**src/rtl/mm_in_packer_pkg.sv**
```systemverilog
// Shared constants and sizing helpers for the matrix-multiply input packer.
// Frame geometry, lane count and packer state encodings live here.
package mm_in_packer_pkg;

  localparam int LANES  = 4;
  localparam int LANE_W = 8;

  localparam logic [0:0] ST_FILL = 1'b0;
  localparam logic [0:0] ST_PAD  = 1'b1;

  // One frame is matrix A followed by matrix B, both row-major.
  function automatic int frame_elems(input int m, input int n1, input int n2);
    return m * n1 + n1 * n2;
  endfunction

  function automatic int frame_words(input int f);
    return (f + LANES - 1) / LANES;
  endfunction

  function automatic int cnt_width(input int n);
    return (n > 1) ? $clog2(n) : 1;
  endfunction

endpackage

```
**src/rtl/mm_in_packer.sv**
```systemverilog
// Packs a byte-wide element stream (A then B) into 32-bit AXI-stream words,
// zero-padding the last word of each frame and flagging framing errors.
module mm_in_packer
  import mm_in_packer_pkg::*;
#(
  parameter int M   = 16,
  parameter int N1  = 16,
  parameter int N2  = 16,
  parameter int D_W = 8
) (
  input  logic           clk,
  input  logic           rst,
  input  logic [D_W-1:0] e_data,
  input  logic           e_valid,
  output logic           e_ready,
  input  logic           e_last,
  output logic [31:0]    x_TDATA,
  output logic           x_TVALID,
  input  logic           x_TREADY,
  output logic           x_TLAST,
  output logic           frame_err
);

  localparam int F  = frame_elems(M, N1, N2);
  localparam int W  = frame_words(F);
  localparam int CW = cnt_width(F);
  localparam int WW = cnt_width(W);
  localparam logic [CW-1:0] LAST_ELEM = CW'(F - 1);
  localparam logic [WW-1:0] LAST_WORD = WW'(W - 1);

  logic [0:0]     state;
  logic [1:0]     lane_cnt;
  logic [CW-1:0]  elem_cnt;
  logic [WW-1:0]  word_cnt;
  logic [D_W-1:0] lane_reg [0:LANES-1];
  logic [31:0]    pad_word;

  logic        out_free;
  logic        at_last;
  logic        full_word;
  logic        accept;
  logic        load;
  logic [31:0] word_next;
  logic [31:0] load_data;

  assign out_free  = !x_TVALID || x_TREADY;
  assign at_last   = (elem_cnt == LAST_ELEM);
  assign full_word = (lane_cnt == 2'd3);

  // Only a lane-3 element needs the output register free; a short final word
  // may be parked in PAD until the register drains.
  assign e_ready = (state == ST_PAD) ? 1'b0 : (full_word ? out_free : 1'b1);
  assign accept  = e_valid && e_ready;

  always_comb begin
    word_next = '0;
    for (int k = 0; k < LANES; k++) begin
      if (k < int'(lane_cnt)) word_next[k*D_W +: D_W] = lane_reg[k];
    end
    word_next[{lane_cnt, 3'b000} +: D_W] = e_data;
  end

  assign load = (state == ST_PAD) ? out_free
                                  : (accept && (full_word || at_last) && out_free);
  assign load_data = (state == ST_PAD) ? pad_word : word_next;

  always_ff @(posedge clk or posedge rst) begin
    if (rst) begin
      state    <= ST_FILL;
      lane_cnt <= '0;
      elem_cnt <= '0;
      pad_word <= '0;
      for (int k = 0; k < LANES; k++) lane_reg[k] <= '0;
    end else begin
      if (accept) begin
        lane_reg[lane_cnt] <= e_data;
        lane_cnt <= at_last ? 2'd0 : lane_cnt + 2'd1;
        elem_cnt <= at_last ? '0 : elem_cnt + 1'b1;
        if (at_last && !full_word && !out_free) begin
          pad_word <= word_next;
          state    <= ST_PAD;
        end
      end
      if (state == ST_PAD && out_free) state <= ST_FILL;
    end
  end

  always_ff @(posedge clk or posedge rst) begin
    if (rst) begin
      x_TDATA  <= '0;
      x_TVALID <= 1'b0;
      x_TLAST  <= 1'b0;
      word_cnt <= '0;
    end else if (load) begin
      x_TDATA  <= load_data;
      x_TVALID <= 1'b1;
      x_TLAST  <= (word_cnt == LAST_WORD);
      word_cnt <= (word_cnt == LAST_WORD) ? '0 : word_cnt + 1'b1;
    end else if (x_TREADY) begin
      x_TVALID <= 1'b0;
      x_TLAST  <= 1'b0;
    end
  end

  // Sticky: a misplaced or missing e_last never disturbs packing.
  always_ff @(posedge clk or posedge rst) begin
    if (rst) begin
      frame_err <= 1'b0;
    end else if (accept && (e_last != at_last)) begin
      frame_err <= 1'b1;
    end
  end

endmodule
```
**config.mk**
```make
export PLATFORM = sky130hd
export DESIGN_NAME = mm_in_packer
export DESIGN_NICKNAME = d
export VERILOG_FILES = /design/src/rtl/mm_in_packer_pkg.sv /design/src/rtl/mm_in_packer.sv
export SDC_FILE = /design/constraint.sdc
export NUM_CORES = 1
export LEC_CHECK = 0
export CAP_MARGIN = 30
export CORE_UTILIZATION = 42
export DETAILED_ROUTE_END_ITERATION = 6
export SLEW_MARGIN = 40
export SYNTH_ARGS = -nofsm -noshare
export SYNTH_HDL_FRONTEND = slang
export SYNTH_SLANG_ARGS = --single-unit
```
**constraint.sdc**
```tcl
create_clock -name clk -period 3.19 [get_ports clk]
set_clock_uncertainty 0.05 [all_clocks]
set_input_delay 0.319 -clock clk [delete_from_list [all_inputs] [get_ports clk]]
set_output_delay 0.319 -clock clk [all_outputs]
set_load 0.05 [all_outputs]
```
**After elaboration in Yosys (flattened, before gate mapping)**

Index checks and enable logic that the tools add are counted.

- Output and inout bits: 36
- Bits in registers: 118
- Logic and storage cells: 67

- Shift-type cells: 2
- Bitwise operators: 1
- Equal/unequal tests: 4
- Muxes and demuxes: 20
- $add $sub $neg: 4
- Reduce and logical (&&, ||, !) cells: 18
- Magnitude comparators: 5

Operators by type and width:

| operator | count |
|---|---|
| bitwise mux 32 bit | 2 |
| 2-to-1 mux 32 bit | 1 |
| 2-to-1 mux 8 bit | 4 |
| variable shift 8 x 7 -> 32 bit (first input constant) | 1 |
| variable part select 8 x 7 -> 32 bit | 1 |
| demux 8 bit (select 2 bit) | 1 |
| adder 9 x 1 -> 9 bit (second input constant) | 1 |
| == test 9 bit (second input constant) | 1 |
| 2-to-1 mux 1 bit | 9 |
| 2-to-1 mux 9 bit | 1 |
| logical AND 1 bit | 8 |
| adder 7 x 1 -> 7 bit (second input constant) | 1 |
| == test 7 bit (second input constant) | 1 |
| 2-to-1 mux 7 bit | 1 |
| negator 5 -> 7 bit | 1 |
| nonzero test 2 bit | 3 |
| < comparator 1 x 2 -> 1 bit (first input constant) | 2 |
| AND reduction 2 bit | 2 |
| >= comparator 3 bit (second input constant) | 1 |
| logical NOT 1 bit | 3 |
| < comparator 3 x 1 -> 1 bit (second input constant) | 1 |
| inverter 2 -> 3 bit | 1 |
| adder 2 x 1 -> 2 bit (second input constant) | 1 |
| == test 2 bit (second input constant) | 1 |
| 4 further kinds | 5 |

**Longest topological paths before layout**

Gate-level depths: netlist of run 1.

- Depth after elaboration: 9
- Gate-level depth with buffers: 11
- Gate-level depth less buffers: 9

**Worst setup path after synthesis of run 1**

No wires, ideal clock.

- Path type: flip-flop to flip-flop
- Start: register elem_cnt[0]
- End: register x_TDATA[1]
- Cell stages (with the launch flop): 11
- Data required time: 3.009 ns
- Clock period less this slack: 2.193 ns
- Library setup time: 0.131 ns
- Slack: 0.997 ns
- Arrival time: 2.012 ns
- Path buffers: 1
- Cell sequence: dfrtp_1 ha_1 nand3_1 nor2_1 and3_1 ha_1 o21a_1 o21a_2 nand2_1 buf_2 o211ai_1

- Word-level cells in the longest chain between the ends: 5

RTL lines:

| element | RTL line | text |
|---|---|---|
| from (decl) | mm_in_packer.sv:33 | `logic [CW-1:0] elem_cnt;` |
| from (signal assigned) | mm_in_packer.sv:78 | `elem_cnt <= at_last ? '0 : elem_cnt + 1'b1;` |
| == test 9 bit | mm_in_packer.sv:47 | `assign at_last = (elem_cnt == LAST_ELEM);` |
| logical OR 1 bit | mm_in_packer.sv:64 | `: (accept && (full_word \|\| at_last) && out_free);` |
| logical AND 1 bit (2 in a row) | mm_in_packer.sv:64 |  |
| 2-to-1 mux 1 bit | mm_in_packer.sv:63 | `assign load = (state == ST_PAD) ? out_free` |
| to (signal assigned) | mm_in_packer.sv:95 | `x_TDATA <= load_data;` |
| to (decl) | mm_in_packer.sv:17 | `output logic [31:0] x_TDATA,` |

No other way between the ends.
A chain may end at the register's enable or synchronous reset.

**Worst setup path in the final report of run 1**

- Start: register lane_cnt[0]
- End: output port e_ready

- Word-level cells in the longest chain between the ends: 3

RTL lines:

| element | RTL line | text |
|---|---|---|
| from (decl) | mm_in_packer.sv:32 | `logic [1:0] lane_cnt;` |
| from (signal assigned) | mm_in_packer.sv:77 | `lane_cnt <= at_last ? 2'd0 : lane_cnt + 2'd1;` |
| == test 2 bit | mm_in_packer.sv:48 | `assign full_word = (lane_cnt == 2'd3);` |
| 2-to-1 mux 1 bit (2 in a row) | mm_in_packer.sv:52 | `assign e_ready = (state == ST_PAD) ? 1'b0 : (full_word ? out_free : 1'b1);` |
| to (decl) | mm_in_packer.sv:15 | `output logic e_ready,` |

No other way between the ends.

==> results of run 1 <==
cells in the final DEF, fill, tap and decap left out, types with 4 or more instances in the layout:
cell type / count
dfrtp_1: 110
clkdlybuf4s50_1: 48
ha_1: 9
a22oi_1: 23
and2_1: 10
nand2_1: 78
and3_1: 5
o21ai_1: 24
a21oi_1: 5
mux2_2: 22
inv_1: 4
nand3_1: 27
clkbuf_16: 9
o21ai_0: 18
a32oi_1: 10
buf_4: 6
o21ai_2: 5
nor2_1: 5
nor2b_1: 4
o211ai_1: 24
through the flow:
| stage | setup WS [ps] | std cells | hold slack [ps] |
|---|---|---|---|
| floorplan | 997 | 445 | 401 |
| global placement | 570 | 616 | 403 |
| CTS | 433 | 632 | 424 |
| global route | 307 | 633 | 271 |
| finish | 446 | 633 | 246 |
| detailed placement | 488 | 616 | 403 |
layout make-up:
cell class	instances	share of cell area
clock buffers	9	0.0388
clock inverters	7	0.0125
inverters	5	0.00388
multi-input cells	304	0.335
flip-flops and latches	110	0.474
well taps	140	0.0302
repair buffers	58	0.106
report_power, final:
group | total, mW | internal [mW] | switching, mW
Combinational | 1.53 | 0.585 | 0.941
Clock | 1.12 | 0.611 | 0.514
Sequential | 1.95 | 1.73 | 0.214
per-layer routing:
layer  track usage  up-vias  share of wire
met1         0.266     1690           0.49
li1              -     1685              -
met2         0.296       50           0.47
met3        0.0314       14          0.023
met5             0        -              0
met4        0.0571        0          0.015
cells in the mapped netlist (5+ instances only):
master,n,area share
buf_2,10,0.010
and2_1,10,0.013
nand2_1,78,0.060
nand3_1,27,0.028
clkbuf_1,12,0.0093
o21ai_1,25,0.026
and3_1,5,0.0065
ha_1,9,0.023
inv_1,5,0.0039
a21oi_1,5,0.0052
o21ai_0,18,0.019
mux2_2,22,0.051
o21ai_2,5,0.0090
dfrtp_1,110,0.57
a32oi_1,10,0.018
nor2_1,5,0.0039
a22oi_1,23,0.036
o211ai_1,24,0.037
kinds of logic (layout without fill, tap and decap cells):
kind of cell	count (synthesis)	after routing
AO/OA/AOI/OAI	120	120
AND/OR/NAND/NOR	147	147
buffers and inverters	31	79
adder cells (fa/ha/maj)	9	9
XOR/XNOR	4	4
multiplexers	24	24
flip-flops	110	110
critical path, delay by kind of cell (launching register included):
family,cells,cell delay (ps)
buffers and inverters,1,840
AO/OA/AOI/OAI,1,220
adder cells (fa/ha/maj),1,380
flip-flops,1,590
worst min path at each step:
stage            startpoint           end  slack, ps  depth (start not counted)
2_1_floorplan  pad_word[13]  pad_word[13]        400                          2
5_1_grt                 rst   x_TDATA[27]        270                          2
6_report                rst   word_cnt[4]        250                          2
3_5_place_dp      frame_err     frame_err        400                          1
4_1_cts           frame_err     frame_err        420                          1
3_3_place_gp      frame_err     frame_err        400                          1
==> reports/metrics.csv, run 1 <==
stage,metric,value,unit
layout,area_growth,19.8,%
synth,synth_edf_count,0,
floorplan,die_h,109,µm
routing,vias,3439,
synth,synthXorXnorAreaFrac,0.00723,
routing,drt_iter0_drc,214,
worst_setup_path,ff2ff_path_depth,7,
run_status,status,finished clean,
sta,min_period,2740,ps
worst_setup_path,rr_startpoint,elem_cnt[0],
routing,routed_via_density,5.43,
placement,portBuffers,48,
synth,synth_warnings,0,
placement,placed_area,5480,µm²
worst_setup_path,max_stage_delay,840,ps
clocking,clkTransAtPathRegs,70,ps
sta,fmax,364,MHz
clocking,clock_sinks,110,
worst_setup_path,startpoint,lane_cnt[0],
floorplan,rows,38,
flow_run,cap_viol_max_count,0,
clocking,cts_resized,0,
synth,synth.distinct_cells,40,
sta,rsz0062_at_grt,false,
grt,grt-ovfl-total,0,
worst_setup_path,cp_cell_sequence,"ha_1, a21oi_1, clkdlybuf4s50_1",
clocking,clockBufferDepth,2,
floorplan,die_area,12000,µm²
sta,hold_viol,0,
worst_setup_path,cp_slowest_cell,clkdlybuf4s50_1,
synth,synth_seq_area_share,0.568,
routing,drc_errors,0,
power,p_per_area,792,nW/µm²
layout,seqCellArea,2750,µm²
worst_setup_path,cp.required,2820,ps
worst_setup_path,path_max_fanout,17,
grt,grt_usage,0.188,
clocking,clk_latency,340,ps
sta,fin_crit_sh,0.860,
layout,finish.net_count,510,
layout,multi_input_area,1940,µm²
placement,dp_hpwl,7060,µm
synth,yosys.area_share.simple,0.147,
power,total_power,4.60,mW
layout,design_area,5800,µm²
worst_setup_path,end_kind,primary output,
power,peakVddDrop,404,µV
worst_setup_path,r2r-end,pad_word[24],
layout,n_fill_cell,996,
synth,synth-seq-cells,110,
floorplan,die_w,109,µm
sta,fin_setup_tns,0,ps
synth,yosys-mux-area-fraction,0.0558,
layout,diodes,0,
routing,routedWlPerCell,16.4,µm
synth,synth.avg_cell_area,10.9,µm²
floorplan,core_area,11000,µm²
worst_setup_path,critical_path_class,register to primary output,
synth,async_flop_share,1.00,
synth,netlist_instances,445,
sta,setup_violations,0,
clocking,ctsHoldBuffers,0,
clocking,cts_made_buffers,9,
floorplan,pin_count,49,
worst_setup_path,endpoint,e_ready,
synth,synthAdderAreaFrac,0.0232,
worst_setup_path,ff2ff_setup_slack,480,ps
synth,synth_ff_type,dfrtp_1,
grt,antenna_found_initial,0,
clocking,cts-root-buf,clkbuf_16,
clocking,cts_tree,yes,
routing,drt_first_pass_iters,4,
routing,wirelength,10400,µm
routing,ant_nets,0,
power,total_leakage_power,2.41,nW
sta,slew_viol_final,0,
hold_path,hold_class,input port to async pin,
grt,grt_pass1_wl,17100,µm
sta,max_slew_margin,0.619,
grt,grt_pass1_vias,3383,
clocking,cts-htree-levels,3,
synth,synth-compound-area-share,0.166,
clocking,post_cts_buffers,0,
grt,grt_max_degree,58,
worst_setup_path,crit_path_start_kind,register,
floorplan,start_util,0.439,
synth,synth_top_family_by_area,compound AO/OA/AOI/OAI gates,
synth,synth_area,4840,µm²
worst_setup_path,crit_arrival,2370,ps
layout,drive_above_1_share,0.126,
sta,max_slew.worst_pin.slew,568,ps
synth,synth_nets,467,
layout,fin_util,0.526,
placement,gp_congestion,0.816,
No activity file was read; power rests on OpenSTA's default activity.
==> inputs of run 2 (changes only) <==
--- a/config.mk
+++ b/config.mk
@@ -7,6 +7,7 @@
 export LEC_CHECK = 0
 export CAP_MARGIN = 30
 export CORE_UTILIZATION = 42
+export CTS_BUF_LIST = sky130_fd_sc_hd__clkbuf_4 sky130_fd_sc_hd__clkbuf_8
 export DETAILED_ROUTE_END_ITERATION = 6
 export SLEW_MARGIN = 40
 export SYNTH_ARGS = -nofsm -noshare
==> reports/metrics.csv, run 2 (synthesis gave the netlist of run 1 again) <==
stage,metric,value,unit
run_status,status,finished clean,
worst_setup_path,crit_path_start_kind,register,
worst_setup_path,r2r-end,x_TDATA[1],
sta,fin_crit_sh,0.870,
worst_setup_path,cp_slowest_cell,clkdlybuf4s50_1,
sta,hold_ws,222,ps
placement,portBuffers,48,
placement,gp_congestion,0.816,
sta,hold_viol,0,
flow_run,cap_viol_max_count,0,
sta,fmax,360,MHz
grt,grt_max_degree,58,
worst_setup_path,crit_arrival,2410,ps
worst_setup_path,cp.required,2820,ps
clocking,clock_sinks,110,
clocking,cts_resized,0,
sta,max_slew_margin,0.600,
sta,setup_violations,0,
floorplan,die_w,109,µm
grt,grt_pass1_vias,3358,
clocking,cts_tree,yes,
worst_setup_path,path_delay_family,buffers and inverters,
floorplan,pin_count,49,
sta,max_slew.worst_pin.slew,599,ps
power,p_per_area,756,nW/µm²
layout,fin_cells,633,
sta,rsz0062_at_grt,false,
routing,routedWlPerCell,16.3,µm
routing,drt_iter0_drc,211,
worst_setup_path,cp_cell_sequence,"ha_1, a21oi_1, clkdlybuf4s50_1",
hold_path,hold_class,input port to async pin,
layout,area_growth,17.7,%
floorplan,start_util,0.439,
clocking,post_cts_buffers,0,
floorplan,die_h,109,µm
grt,antenna_found_initial,0,
power,total_leakage_power,2.37,nW
clocking,clk_latency,360,ps
grt,grt_usage,0.187,
clocking,cts_made_buffers,9,
layout,n_fill_cell,1011,
placement,dp_cells,616,
routing,drt_first_pass_iters,4,
sta,slew_viol_final,0,
grt,grt-ovfl-total,0,
clocking,ctsHoldBuffers,0,
layout,drive_above_1_share,0.126,
floorplan,core_area,11000,µm²
layout,final_cell_mix,"dfrtp_1 (110), nand2_1 (78), clkdlybuf4s50_1 (48), nand3_1 (27)",
routing,vias,3456,
routing,wirelength,10300,µm
power,peakVddDrop,371,µV
layout,design_area,5700,µm²
worst_setup_path,ff2ff_setup_slack,440,ps
worst_setup_path,endpoint,e_ready,
worst_setup_path,startpoint,lane_cnt[0],
placement,placed_area,5480,µm²
clocking,clkTransAtPathRegs,100,ps
layout,finish.net_count,510,
sta,fin_setup_tns,0,ps
worst_setup_path,max_stage_delay,840,ps
routing,ant_nets,0,
clocking,cts-htree-levels,3,
routing,routed_via_density,5.46,
sta,min_period,2780,ps
worst_setup_path,end_kind,primary output,
worst_setup_path,ff2ff_path_depth,10,
placement,dp_hpwl,7060,µm
worst_setup_path,crit_buf_inv,1,
layout,final_common_cell,dfrtp_1,
floorplan,die_area,12000,µm²
worst_setup_path,path_max_fanout,17,
grt,grt_pass1_wl,17000,µm
layout,diodes,0,
clocking,clockBufferDepth,2,
worst_setup_path,cp.depth,3,
worst_setup_path,rr_startpoint,elem_cnt[0],
worst_setup_path,critical_path_class,register to primary output,
routing,drc_errors,0,
floorplan,rows,38,
clocking,cts-root-buf,clkbuf_8,
run 2: cell types whose count changed in the layout (fill, tap and decap cells not counted):
cell       delta
clkbuf_8      +9
clkbuf_16     -9
run 2: metrics by stage:
step | util | setup WS [ps] | power (mW)
floorplan | - | 997 | 3.02
global placement | 0.497 | 570 | 3.47
detailed placement | 0.497 | 488 | 3.51
CTS | 0.515 | 393 | 4.35
global route | 0.517 | 288 | 4.58
finish | 0.517 | 413 | 4.31
run 2: power by group:
part / switching [mW] / internal [mW]
Combinational: 0.943 / 0.584
Clock: 0.478 / 0.365
Sequential: 0.214 / 1.73
run 2: worst reg2reg max path, cell delays in order (launching register included):
cell and delay [ps]:
dfrtp_1 430, ha_1 220, nand3_1 130, nor2_1 150, and3_1 170, ha_1 380, o21a_1 260, o21a_2 210
nand2_1 180, buf_12 210, o211ai_1 250
run 2: final cells by class:
cell class,count,area [µm²],area share
sequential,110,2750,0.483
multi-input combinational,304,1940,0.341
timing repair buffer,58,613,0.108
tap,140,175,0.0307
clock buffer,9,124,0.0217
clock inverter,7,72.6,0.0127
inverter,5,22.5,0.00395
run 2: how the worst min path moves through the flow:
stage / slack, ps / cells past startpoint / startpoint / to
after floorplan: 400 / 2 / pad_word[13] / pad_word[13]
after global placement: 400 / 1 / frame_err / frame_err
after detailed placement: 400 / 1 / frame_err / frame_err
after CTS: 400 / 2 / rst / word_cnt[4]
after global routing: 230 / 2 / rst / word_cnt[0]
final: 220 / 2 / rst / word_cnt[6]
run 2: routing by layer:
| layer | up-vias | wire length [µm] | global-route usage |
|---|---|---|---|
| li1 | 1684 | - | - |
| met2 | 62 | 4800 | 0.287 |
| met4 | 0 | 165 | 0.0724 |
| met1 | 1698 | 4970 | 0.267 |
| met5 | - | 0 | 0 |
| met3 | 12 | 374 | 0.0273 |
==> inputs of run 3 (changes only) <==
--- a/config.mk
+++ b/config.mk
@@ -5,6 +5,7 @@
 export SDC_FILE = /design/constraint.sdc
 export NUM_CORES = 1
 export LEC_CHECK = 0
+export ABC_CLOCK_PERIOD_IN_PS = 3190
 export CAP_MARGIN = 30
 export CORE_UTILIZATION = 42
 export CTS_BUF_LIST = sky130_fd_sc_hd__clkbuf_4 sky130_fd_sc_hd__clkbuf_8
@@ -13,3 +14,4 @@
 export SYNTH_ARGS = -nofsm -noshare
 export SYNTH_HDL_FRONTEND = slang
 export SYNTH_SLANG_ARGS = --single-unit
+export TNS_END_PERCENT = 10
==> results of run 3 <==
Same layout as run 2: the final DEF is identical, and so are final timing and power.
==> RTL edit 1 (settings of run 1) <==
`M`: 16 -> 8.
--- a/src/rtl/mm_in_packer.sv
+++ b/src/rtl/mm_in_packer.sv
@@ -3,7 +3,7 @@
 module mm_in_packer
   import mm_in_packer_pkg::*;
 #(
-  parameter int M   = 16,
+  parameter int M   = 8,
   parameter int N1  = 16,
   parameter int N2  = 16,
   parameter int D_W = 8
Check against the original RTL: no difference found for any inputs over 4 cycles, from zero or initial values and one cycle with rst high; that may be too few to reach the edited logic, so the function may still have changed.
==> RTL edit 1 against run 1 <==
Register-to-register slack improved by 0.22 ns. Sequential cell count did not move. Sequential share of layout area rose by 0.27 points. Area after synthesis fell by 0.83%. Count of clock-buffer cells in the layout rose by 2. First-iteration DRC count fell by 33%. Global-route usage fell by 0.55 points. Routed wire length fell by 4.8%. Design area fell by 0.52%. Setup slack improved by 0.14 ns. Critical endpoint unchanged. Power rose by 5.5%. Combinational power rose by 15%. Critical path type unchanged.
==> RTL edit 1: results (changes against run 1) <==
| Metric | Value |
|---|---|
| Run status | `finished clean` |
| Gate power share | `0.362 (+0.030)` |
| Via count | `3429 (-0.29%)` |
| Placed instance area | `5470 sq um (-0.16%)` |
| Maximum VDD drop | `0.461 mV (+14%)` |
| Pre-CTS setup slack | `0.572 ns (+0.0840 ns)` |
| Nets | `525 (+2.9%)` |
| Crit path from | `lane_cnt[0]` |
| Routability congestion estimate | `0.799 (-2.1%)` |
| Count of cell types in the netlist | `36 (-10%)` |
| Hpwl dp | `6.73 mm (-4.7%)` |
| Syn_nets | `482 (+3.2%)` |
| Worst EP arrival | `2.23 ns (-0.14 ns)` |
| Internal | `0.00301 W (+2.7%)` |
| R2R Path Start | `elem_cnt[0]` |
| Worst slew margin | `0.585 (-0.0347)` |
| Critical path fanouts, max | `9 (-8)` |
| Leakage | `2.53 nW (+4.9%)` |
| Sequential share of the synthesized area | `0.573 (+0.00474)` |
| TritonRoute pass-1 iters | `6 (+2)` |
| Share of layout cells above drive strength 1 | `0.126 (about the same)` |
| Commonest cells post-synth | `110 x dfrtp_1, 56 x nor2_1, 48 x a21oi_1` |
| WL final | `9.87 mm (-4.8%)` |
| Total track usage | `0.182 (-0.00546)` |
| Largest net degree at the start of global routing | `59 (+1.7%)` |
| Global-route wire length before repair | `16.5 mm (-3.7%)` |
| P_seq | `0.00199 W (+2%)` |
| Vias in the first global route | `3294 (-2.6%)` |
-- RTL edit 1: through the flow --
stage	instances	total power, W	util	hold WS (ns)
6_report	649	0.00485	0.526	0.250
3_3_place_gp	631	0.00374	0.496	0.395
2_1_floorplan	461	0.00323	-	0.396
3_5_place_dp	632	0.00380	0.498	0.404
5_1_grt	649	0.00515	0.526	0.273
4_1_cts	648	0.00490	0.525	0.250
-- RTL edit 1: cell families after synthesis --
| kind of cell | after synthesis | synth area share |
|---|---|---|
| adders and majority gates | 8 | 0.0208 |
| DFF | 110 | 0.573 |
| muxes | 26 | 0.0610 |
| buffers and inverters | 33 | 0.0297 |
| and+or+nand+nor | 144 | 0.140 |
| AOI/OAI and AO/OA | 133 | 0.163 |
| xor gates and xnor gates | 7 | 0.0128 |
-- RTL edit 1: critical path: stages, from the launching register on --
cell	delay, ns
dfrtp_1	0.48
ha_1	0.37
a21oi_1	0.21
clkdlybuf4s50_1	0.83
-- RTL edit 1: area by class of cell --
type,count,area [sq um]
clock inverter,5,40.0
multi-input combinational,318,1920
tap,140,175
timing repair buffer,59,604
clock buffer,11,253
fill,1003,5210
inverter,6,26.3
sequential,110,2750
-- RTL edit 1: path summary, 6_finish.rpt --
check                           slack, ns           to  cells after the start
worst max-delay path                 0.59      e_ready                      3
worst min-delay path                 0.25  pad_word[7]                      2
worst max register to register       0.70  pad_word[1]                      7
worst min register to register       0.41    frame_err                      1
max in group asynchronous            2.33  pad_word[4]                      3
min in group clk                     0.41    frame_err                      1
-- RTL edit 1: routing by layer --
metal	wire length, um	track usage	vias to the layer above
met5	0	0	-
met4	140	0.0589	0
met3	339	0.0347	12
met2	4840	0.296	59
met1	4550	0.246	1662
li1	-	-	1696
==> RTL edit 2 (flow settings as in run 1) <==
Without the edit above. Make the reset (`rst`) synchronous in 3 clocked blocks.
--- a/src/rtl/mm_in_packer.sv
+++ b/src/rtl/mm_in_packer.sv
@@ -64,7 +64,7 @@
                                   : (accept && (full_word || at_last) && out_free);
   assign load_data = (state == ST_PAD) ? pad_word : word_next;
 
-  always_ff @(posedge clk or posedge rst) begin
+  always_ff @(posedge clk) begin
     if (rst) begin
       state    <= ST_FILL;
       lane_cnt <= '0;
@@ -85,7 +85,7 @@
     end
   end
 
-  always_ff @(posedge clk or posedge rst) begin
+  always_ff @(posedge clk) begin
     if (rst) begin
       x_TDATA  <= '0;
       x_TVALID <= 1'b0;
@@ -103,7 +103,7 @@
   end
 
   // Sticky: a misplaced or missing e_last never disturbs packing.
-  always_ff @(posedge clk or posedge rst) begin
+  always_ff @(posedge clk) begin
     if (rst) begin
       frame_err <= 1'b0;
     end else if (accept && (e_last != at_last)) begin
Function: differs if rst is asserted again (counterexample within 4 cycles, from zero or initial values and one cycle with rst high); with rst held inactive, the same outputs for 10 cycles.
==> RTL edit 2 against run 1 <==
Fmax grew 9.8%. Critical path type unchanged. Sequential cell count did not move. Area after synthesis is 2.9% lower. Design area shrank 6.3%. Routed wire length about the same. Setup slack better by 0.24 ns.
Power is not compared: it rests on default switching activity, and its combinational part moved more than twofold at a synthesized area within 25%.
==> RTL edit 2: results (changes against run 1) <==
| Metric | Value |
|---|---|
| Worst EP arrival | `2.13 ns (-0.24 ns)` |
| Nets | `541 (+6.1%)` |
| Type of the most critical hold path | `register to register` |
| Wl on met1 | `5.32 mm (+4.0%)` |
| Hpwl dp | `7.09 mm (+0.52%)` |
| Count of cell types in the netlist | `43 (+7.5%)` |
| Number of synthesized flops with an enable pin | `24 (+24)` |
| Ys async rst share | `0 (-1.00)` |
| Routability congestion estimate | `0.746 (-8.5%)` |
| Vias in the first global route | `3218 (-4.9%)` |
| Share of layout cells above drive strength 1 | `0.0687 (-0.0571)` |
| Commonest cells post-synth | `86 x dfxtp_1, 72 x nor2_1, 37 x a21oi_1` |
| Root buf cell | `clkbuf_8` |
| Met2 Wirelength | `4.48 mm (-7.7%)` |
| Clock transition at path regs | `0.10 ns (+0.03 ns)` |
| Prevailing post-synth register cell | `dfxtp_1` |
| Worst slew margin | `0.526 (-0.0930)` |
| Critical path fanouts, max | `10 (-7)` |
| Run status | `finished clean` |
| Fillers | `1041 (+4.5%)` |
| Reg2reg setup slack | `0.76 ns (+0.28 ns)` |
| Placed instance area | `5270 sq um (-3.8%)` |
| Total track usage | `0.194 (+0.00640)` |
| CP max stage delay | `0.82 ns (-0.02 ns)` |
| WL final | `10.4 mm (about the same)` |
| Syn_nets | `506 (+8.4%)` |
| Largest net degree at the start of global routing | `42 (-28%)` |
| 1st-iter DRT viols | `213 (-0.47%)` |
## RTL edit 2: cell count changes in the layout (fill, tap and decap cells not counted), moves of 17 or more
cell	run 1	this run
a21oi_1	5	37
dfrtp_1	110	0
o21ai_1	24	0
a211o_1	0	24
o21ai_0	18	1
edfxtp_1	0	24
and2_1	10	36
nand2_1	78	36
a211oi_1	0	25
o211ai_1	24	1
dfxtp_1	0	86
nand3_1	27	3
mux2_2	22	0
nor2_1	5	72
## RTL edit 2: final timing paths
check | from | end | cells after the start
setup / recovery | lane_cnt[0] | e_ready | 3
setup reg to reg | state | lane_reg[0][5] | 4
hold reg to reg | x_TDATA[18] | x_TDATA[18] | 2
hold / removal | x_TDATA[18] | x_TDATA[18] | 2
## RTL edit 2: kinds of logic (layout without fill, tap and decap cells)
group | Yosys count | in the layout | share of synthesized area
compound gates | 128 | 128 | 0.193
xor+xnor | 12 | 12 | 0.0224
fa+ha+maj | 9 | 9 | 0.0239
buf+inv | 38 | 78 | 0.0386
flops | 110 | 110 | 0.519
simple gates | 187 | 187 | 0.202
## RTL edit 2: power groups by stage
stage	clock network, W	registers, W	logic, W
global placement	0	0.00150	0.000183
floorplan	0	0.00151	0.000105
finish	0.000766	0.00147	0.000185
detailed placement	0	0.00150	0.000186
global route	0.000852	0.00147	0.000202
CTS	0.000787	0.00147	0.000187
## RTL edit 2: cell type report
type / instances / area share
multi-input cells: 336 / 0.383
repair buffers: 59 / 0.103
clock buffers: 15 / 0.0294
clock inverters: 1 / 0.00138
inverters: 3 / 0.00207
flip-flops and latches: 110 / 0.449
well taps: 140 / 0.0322
## RTL edit 2: through the flow
stage / cells / utilization / hold slack [ns] / setup slack, ns
3_5_place_dp: 648 / 0.484 / 0.397 / 0.530
3_3_place_gp: 648 / 0.484 / 0.392 / 0.635
6_report: 664 / 0.500 / 0.408 / 0.691
2_1_floorplan: 484 / - / 0.380 / 1.17
5_1_grt: 664 / 0.500 / 0.426 / 0.510
4_1_cts: 664 / 0.500 / 0.411 / 0.656
## RTL edit 2: critical path: cells and delay by family (launching register included)
kind,cells,cell delay (ns)
AOI/OAI and AO/OA,1,0.16
adders and majority gates,1,0.34
buffers and inverters,1,0.82
DFF,1,0.43
## RTL edit 2: layer usage
| metal | GRT usage | vias up |
|---|---|---|
| met4 | 0.0851 | 0 |
| met1 | 0.272 | 1600 |
| li1 | - | 1802 |
| met3 | 0.0345 | 13 |
| met2 | 0.291 | 71 |
| met5 | 0 | - |
